<file path="config.mk">
export PLATFORM = sky130hd
export DESIGN_NAME = pulse_train_ch1
export DESIGN_NICKNAME = d
export VERILOG_FILES = /design/src/rtl/pulse_train_ch1.sv
export SDC_FILE = /design/constraint.sdc
export NUM_CORES = 1
export LEC_CHECK = 0
export CAP_MARGIN = 20
export CORE_MARGIN = 4
export CORE_UTILIZATION = 50
export CTS_BUF_LIST = sky130_fd_sc_hd__clkbuf_4 sky130_fd_sc_hd__clkbuf_8
export CTS_CLUSTER_DIAMETER = 60
export DETAILED_ROUTE_END_ITERATION = 10
export GPL_TIMING_DRIVEN = 1
export PLACE_DENSITY = 0.78
export SETUP_SLACK_MARGIN = 0.4
export SLEW_MARGIN = 20
export SYNTH_ARGS = -nofsm -noshare
export SYNTH_HDL_FRONTEND = slang
export SYNTH_SLANG_ARGS = --single-unit
export TNS_END_PERCENT = 30
</file>
<file path="constraint.sdc">
create_clock -name clk_Pulse -period 10.12 [get_ports clk_Pulse]
set_clock_uncertainty 0.1 [all_clocks]
set_input_delay 1.012 -clock clk_Pulse [delete_from_list [all_inputs] [get_ports clk_Pulse]]
set_output_delay 1.012 -clock clk_Pulse [all_outputs]
set_load 0.01 [all_outputs]
</file>
<file path="src/rtl/pulse_train_ch1.sv">
// Pulse-train generator: on a rising PL_launch it emits num pulses of width
// cycles high, spaced period cycles apart, then holds PL_done until PL_launch drops.
module pulse_train_ch1 #(
    parameter int CNT_W = 36,
    parameter int NUM_W = 16
) (
    input  logic             clk_Pulse,
    input  logic             rst_n,
    input  logic             PL_launch,
    input  logic [CNT_W-1:0] width,
    input  logic [CNT_W-1:0] period,
    input  logic [NUM_W-1:0] num,
    output logic             PL_out,
    output logic             PL_busy,
    output logic             PL_done,
    output logic [NUM_W-1:0] pulse_cnt,
    output logic             cfg_err
);

    typedef enum logic [1:0] {
        S_IDLE = 2'd0,
        S_HIGH = 2'd1,
        S_LOW  = 2'd2,
        S_DONE = 2'd3
    } state_t;

    localparam logic [CNT_W-1:0] TIMER_ONE = {{(CNT_W-1){1'b0}}, 1'b1};

    state_t           state_q, state_d;
    logic             launch_q;
    logic [CNT_W-1:0] timer_q, timer_d;
    logic [CNT_W-1:0] width_q, width_d;
    logic [CNT_W-1:0] period_q, period_d;
    logic [NUM_W-1:0] num_q, num_d;
    logic [NUM_W-1:0] cnt_q, cnt_d;
    logic             pl_out_q, pl_out_d;
    logic             pl_busy_q, pl_busy_d;
    logic             pl_done_q, pl_done_d;
    logic             cfg_err_q, cfg_err_d;
    logic             launch_rise_s;
    logic [CNT_W-1:0] low_len_s;

    assign launch_rise_s = PL_launch & ~launch_q;
    // Safe: a train is only accepted when period > width.
    assign low_len_s     = period_q - width_q;

    // State and output registers; launch_q resets high so a level held across reset never triggers.
    always_ff @(posedge clk_Pulse) begin
        if (!rst_n) begin
            state_q   <= S_IDLE;
            launch_q  <= 1'b1;
            timer_q   <= '0;
            width_q   <= '0;
            period_q  <= '0;
            num_q     <= '0;
            cnt_q     <= '0;
            pl_out_q  <= 1'b0;
            pl_busy_q <= 1'b0;
            pl_done_q <= 1'b0;
            cfg_err_q <= 1'b0;
        end else begin
            state_q   <= state_d;
            launch_q  <= PL_launch;
            timer_q   <= timer_d;
            width_q   <= width_d;
            period_q  <= period_d;
            num_q     <= num_d;
            cnt_q     <= cnt_d;
            pl_out_q  <= pl_out_d;
            pl_busy_q <= pl_busy_d;
            pl_done_q <= pl_done_d;
            cfg_err_q <= cfg_err_d;
        end
    end

    // Next-state, timer and pulse-count logic.
    always_comb begin
        state_d   = state_q;
        timer_d   = timer_q;
        width_d   = width_q;
        period_d  = period_q;
        num_d     = num_q;
        cnt_d     = cnt_q;
        cfg_err_d = 1'b0;
        case (state_q)
            S_IDLE: begin
                if (launch_rise_s) begin
                    if ((width == '0) || (num == '0) || (period <= width)) begin
                        cfg_err_d = 1'b1;
                    end else begin
                        width_d  = width;
                        period_d = period;
                        num_d    = num;
                        cnt_d    = '0;
                        timer_d  = TIMER_ONE;
                        state_d  = S_HIGH;
                    end
                end else begin
                    state_d = S_IDLE;
                end
            end
            S_HIGH: begin
                if (!PL_launch) begin
                    state_d = S_IDLE;
                    timer_d = '0;
                end else if (timer_q == width_q) begin
                    state_d = S_LOW;
                    timer_d = TIMER_ONE;
                    cnt_d   = cnt_q + {{(NUM_W-1){1'b0}}, 1'b1};
                end else begin
                    timer_d = timer_q + TIMER_ONE;
                end
            end
            S_LOW: begin
                if (!PL_launch) begin
                    state_d = S_IDLE;
                    timer_d = '0;
                end else if (timer_q == low_len_s) begin
                    if (cnt_q == num_q) begin
                        state_d = S_DONE;
                        timer_d = '0;
                    end else begin
                        state_d = S_HIGH;
                        timer_d = TIMER_ONE;
                    end
                end else begin
                    timer_d = timer_q + TIMER_ONE;
                end
            end
            S_DONE: begin
                if (!PL_launch) begin
                    state_d = S_IDLE;
                end else begin
                    state_d = S_DONE;
                end
            end
            default: begin
                state_d = S_IDLE;
                timer_d = '0;
            end
        endcase
    end

    // Outputs are decoded from the next state and registered, giving a clean 1-cycle latency.
    always_comb begin
        pl_out_d  = 1'b0;
        pl_busy_d = 1'b0;
        pl_done_d = 1'b0;
        case (state_d)
            S_HIGH: begin
                pl_out_d  = 1'b1;
                pl_busy_d = 1'b1;
            end
            S_LOW: begin
                pl_busy_d = 1'b1;
            end
            S_DONE: begin
                pl_done_d = 1'b1;
            end
            default: begin
                pl_out_d  = 1'b0;
            end
        endcase
    end

    assign PL_out    = pl_out_q;
    assign PL_busy   = pl_busy_q;
    assign PL_done   = pl_done_q;
    assign pulse_cnt = cnt_q;
    assign cfg_err   = cfg_err_q;

endmodule

</file>
---- Word-level counts from Yosys, hierarchy flattened ----
Cells that the tools add are included.
word-level totals
  flip-flop bits (word level) ............. 147
  bits of input ports ..................... 91
  output and inout bits ................... 20
  word-level logic and storage cells ...... 69
cells by class
  add/subtract/negate cells ............... 3
  order comparisons ....................... 1
  equal/unequal tests ..................... 13
  mux-type cells .......................... 26
  bitwise logic cells ..................... 3
  reduce and logical (&&, ||, !) cells .... 12
operators by type and width
  operator                                        number
  two-way mux 36 bit                              6
  one-hot mux 36 bit (3 select lines)             1
  == test 36 bit                                  2
  two-way mux 16 bit                              4
  adder 36 x 1 -> 36 bit (second input constant)  1
  less-or-equal comparator 36 bit                 1
  zero test 36 bit                                1
  subtractor 36 bit                               1
  one-hot mux 16 bit (2 select lines)             1
  adder 16 x 1 -> 16 bit (second input constant)  1
  == test 16 bit                                  1
  zero test 16 bit                                1
  two-way mux 2 bit                               8
  AND reduction 3 bit                             3
  == test 2 bit (second input constant)           4
  != test 2 bit (second input constant)           4
  one-hot mux 2 bit (4 select lines)              1
  two-way mux 1 bit                               5
  AND reduction 5 bit                             1
  == test 2 x 1 -> 1 bit (second input constant)  2
  nonzero test 3 bit                              1
  zero test 2 bit                                 1
  logical OR 1 bit                                2
  inverter 1 bit                                  2
  other kinds (3)                                 3

---- Logic depth before layout (Yosys ltp) ----
  depth in word-level cells ............... 9
  depth in mapped cells ................... 17
  mapped depth without buffers ............ 16

---- Worst setup path after synthesis ----
No wires, ideal clock.
  path type ............................... register to register
  start point ............................. register period_q[0]
  end point ............................... register pl_done_q (netlist: PL_done)
  library setup time ...................... 0.115 ns
  arrival ................................. 3.776 ns
  required time ........................... 9.905 ns
  setup slack ............................. 6.129 ns
  stages on the path, launching flop included .. 16
  buffers on the path ..................... 1
  period minus slack after synthesis ...... 3.991 ns
  path through ............................ dfxtp_1 > inv_1 > ha_1 > fa_1 > nand2b_1 > a21oi_2 > o21ai_2 > a211o_1 > a21bo_1 > or3_1 > a2111o_1 > or3_1 > buf_2 > a311o_2 > ha_1 > and2_1
between the ends
  longest elaborated chain between the ends .. 7
ends and longest elaborated chain
  element                             RTL line  source
  from (decl)                         33        logic [CNT_W-1:0] period_q, period_d;
  from (signal assigned)              66        period_q <= period_d;
  subtractor 36 bit                   45        assign low_len_s = period_q - width_q;
  == test 36 bit                      118       end else if (timer_q == low_len_s) begin
  two-way mux 2 bit                   118
  two-way mux 2 bit                   115       if (!PL_launch) begin
  one-hot mux 2 bit (4 select lines)  85        case (state_q)
  net state_d[1]                      29        state_t state_q, state_d;
  == test 2 bit                       149       case (state_d)
  two-way mux 1 bit                   149
  net pl_done_d                       38        logic pl_done_q, pl_done_d;
  to (signal assigned)                71        pl_done_q <= pl_done_d;
  to (decl)                           38
The timed path passes the listed nets, and every way through them passes these cells.
A chain may end at the register's enable or synchronous reset.

---- Worst setup path in the final report ----
  start point ............................. register width_q[6]
  end point ............................... register timer_q[3]
between the ends
  longest elaborated chain between the ends .. 5
  elaborated cells between the ends (all ways) .. 8
  classes of those cells .................. add/sub (1); eq/ne (2); mux (5)
ends and longest elaborated chain
  element                                  RTL line  source
  from (decl)                              32        logic [CNT_W-1:0] width_q, width_d;
  from (signal assigned)                   65        width_q <= width_d;
  subtractor 36 bit                        45
  == test 36 bit                           118
  two-way mux 36 bit                       118
  two-way mux 36 bit                       115
  one-hot mux 36 bit (3 select lines) (*)  85
  to (signal assigned)                     64        timer_q <= timer_d;
  to (decl)                                31        logic [CNT_W-1:0] timer_q, timer_d;
Mark *: on every way between the ends. The rest lies on a longest branch, timed or not.

==> flow_metrics.py <==
metrics = {
    "min_path": {
        "hold_path_class": "register to register",
    },
    "timing": {
        "finalCritPeriodShare": 0.570,
        "fin_ws_ns": 4.35,
        "setup-violations-final": 0,
        "tightest_slew_ns": 1.14,
        "hold_violations": 0,
        "rsz0062_at_grt": "false",
        "tns_ns": 0,
        "period_minus_slack_ns": 5.77,
        "relSlewSlack": 0.237,
        "slew_viol_final": 0,
        "max_clock_freq_mhz": 173,
    },
    "worst_setup_path": {
        "crit_path_top_delay_cell": "nand2_1",
        "crit_path_frequent_cell": "nand2_1",
        "crit_type": "register to register",
        "cp.required_ns": 10.31,
        "cp_cell_sequence": "inv_1 > ha_1 > a21oi_1 > nand2_1 > o211ai_1 > o211ai_2 > a221o_1 > a2111oi_0 > o2111ai_1 > o21ai_0 > nand2_1 > a41oi_1 > a31oi_1",
        "worstPathBufferInverterCount": 1,
        "start_kind": "register",
        "cp.arrival_ns": 5.96,
        "critPathMaxStageDelay_ns": 0.77,
        "crit_family": "compound AO/OA/AOI/OAI gates",
        "critPathCaptureType": "register",
        "path_max_fanout": 31,
    },
    "route": {
        "drtIter0Drc": 1163,
        "num_vias": 11050,
        "viasPerCell": 6.14,
        "ant_nets": 0,
        "post_drt_wl_per_cell_um": 20.0,
        "routed_wl_um": 36000,
        "dr.pass1.iters": 5,
        "route.detailed.drc": 0,
    },
    "synthesis": {
        "postSynth.asyncResetShare": 0,
        "synth_common_cells": "nand2_1 (276), dfxtp_1 (147), inv_1 (92), a21oi_1 (89), a21boi_0 (88)",
        "ys_types": 79,
        "synth-seq-cells": 147,
        "syn_area_mm2": 0.0109,
        "synth_area_leaders": "dfxtp_1 (27%), nand2_1 (9.5%), ha_1 (9.1%)",
        "avgSynthCellArea_um2": 7.44,
        "yosys.area.top_type": "dfxtp_1",
        "synth.top_cell.area_share": 0.271,
        "synth_edf_count": 0,
        "synth_ff_type": "dfxtp_1",
        "syn_nets": 1632,
        "yosysWarningCount": 0,
        "synth.most_common_cell": "nand2_1",
        "synth-seq-area-share": 0.271,
        "netlist_instances": 1461,
    },
    "status": {
        "status": "completed",
    },
    "placed_design": {
        "dp_hpwl_um": 28200,
        "portBuffers": 110,
        "dp.cells": 1767,
        "gp_congestion": 1.01,
        "dp_slack_ns": 4.35,
    },
    "cts": {
        "clk_pin_slew_ns": 0.08,
        "cts_buffer_depth": 2,
        "ctsHoldBuffers": 0,
        "cts_made_buffers": 17,
        "cts_tree": "yes",
        "post_cts_buffers": 0,
        "clk_latency_ns": 0.45,
        "clock_sinks": 147,
        "cts_resized": 0,
        "root_buffer": "clkbuf_8",
        "h-tree-depth": 4,
    },
    "power": {
        "p_per_area_mw_per_mm2": 119,
        "total_power_mw": 1.48,
        "ir_drop_uv": 73.0,
        "power_leakage_nw": 4.74,
    },
    "floorplanning": {
        "die_x_um": 155,
        "initial_utilization": 0.512,
        "core-area_mm2": 0.0212,
        "die_y_um": 155,
        "die-area_mm2": 0.0242,
        "io_pins": 111,
        "rows": 53,
    },
    "final_layout": {
        "area_delta_synth_final_pct": 14.4,
        "drive_above_1_share": 0.0361,
        "fin_util": 0.586,
        "stdcell_count": 1799,
        "antennaDiodeCount": 0,
        "nNetsFinal": 1683,
    },
    "global_route": {
        "grt_pass1_vias": 10256,
        "overflow": 0,
        "antenna_found_initial": 0,
        "grt_pass1_wl_um": 55900,
        "grt.total_usage": 0.291,
        "grt_max_degree": 106,
    },
    "job": {
        "cap_violations": 0,
    },
}
[layout make-up]
cell class	instances	area, um2
Tap cell	275	344
Clock buffer	21	283
Clock inverter	10	148
Sequential cell	147	2940
Fill cell	1963	8790
Inverter	92	345
Multi-Input combinational cell	1140	7230
Timing Repair Buffer	114	1130
[final timing paths]
check | slack (ns) | cells past startpoint | to | from
setup / recovery | 4.35 | 13 | timer_q[3] | width_q[6]
hold / removal | 0.38 | 2 | period_q[17] | period_q[17]
setup reg to reg | 4.35 | 13 | timer_q[3] | width_q[6]
hold reg to reg | 0.38 | 2 | period_q[17] | period_q[17]
[state kept, by name, indices dropped and copies added (netlist names), 2 cells and up]
signal     count
state_q        2
num_q         16
timer_q       36
pulse_cnt     16
width_q       36
period_q      36
[power breakdown]
part	switching (mW)	total (mW)	internal [mW]
registers	0.00991	0.596	0.586
logic	0.226	0.382	0.156
clock network	0.236	0.503	0.268
total	0.471	1.48	1.01
[cells by family after synthesis]
kind of cell / synth area share
multiplexers: 0.00472
buffers and inverters: 0.0649
AO/OA/AOI/OAI: 0.244
AND/OR/NAND/NOR: 0.236
flip-flops: 0.271
adder cells (fa/ha/maj): 0.0928
XOR/XNOR: 0.0867
[worst min-delay path, cell delays in order (launching register included)]
cell,delay (ns)
dfxtp_1,0.32
nand2_1,0.05
a21boi_0,0.07
[per-stage QoR]
step                      cell area (um2)  hold WS (ns)
after detailed placement            12000         0.368
after floorplan                     10900         0.343
final                               12400         0.377
after CTS                           12400         0.380
after global placement              12000         0.360
after global routing                12400         0.392
[cells in the final DEF, fill, tap and decap left out, drive strengths merged, types with 5 or more instances in the layout]
| cell type | count |
|---|---|
| a2111oi | 6 |
| a211oi | 13 |
| a21boi | 88 |
| a21o | 21 |
| a21oi | 92 |
| a31oi | 31 |
| a41oi | 5 |
| and2 | 13 |
| and3 | 19 |
| and4 | 5 |
| buf | 5 |
| clkbuf | 21 |
| clkdlybuf4s50 | 109 |
| dfxtp | 147 |
| ha | 79 |
| inv | 95 |
| nand2 | 277 |
| nand2b | 18 |
| nand3 | 36 |
| nand4 | 44 |
| nor2 | 69 |
| nor2b | 6 |
| nor3 | 20 |
| nor4 | 22 |
| o2111ai | 5 |
| o211ai | 16 |
| o21a | 12 |
| o21ai | 63 |
| or3 | 12 |
| xnor2 | 82 |
| xor2 | 23 |
[per-layer routing]
layer / share of wire / vias up / global-route usage / routed length (um)
li1: - / 5252 / - / -
met1: 0.44 / 5152 / 0.414 / 15800
met2: 0.43 / 557 / 0.426 / 15400
met3: 0.094 / 89 / 0.0640 / 3370
met4: 0.040 / 0 / 0.119 / 1430
met5: 0 / - / 0 / 0
Note: power is estimated with default switching activity, not from simulation.
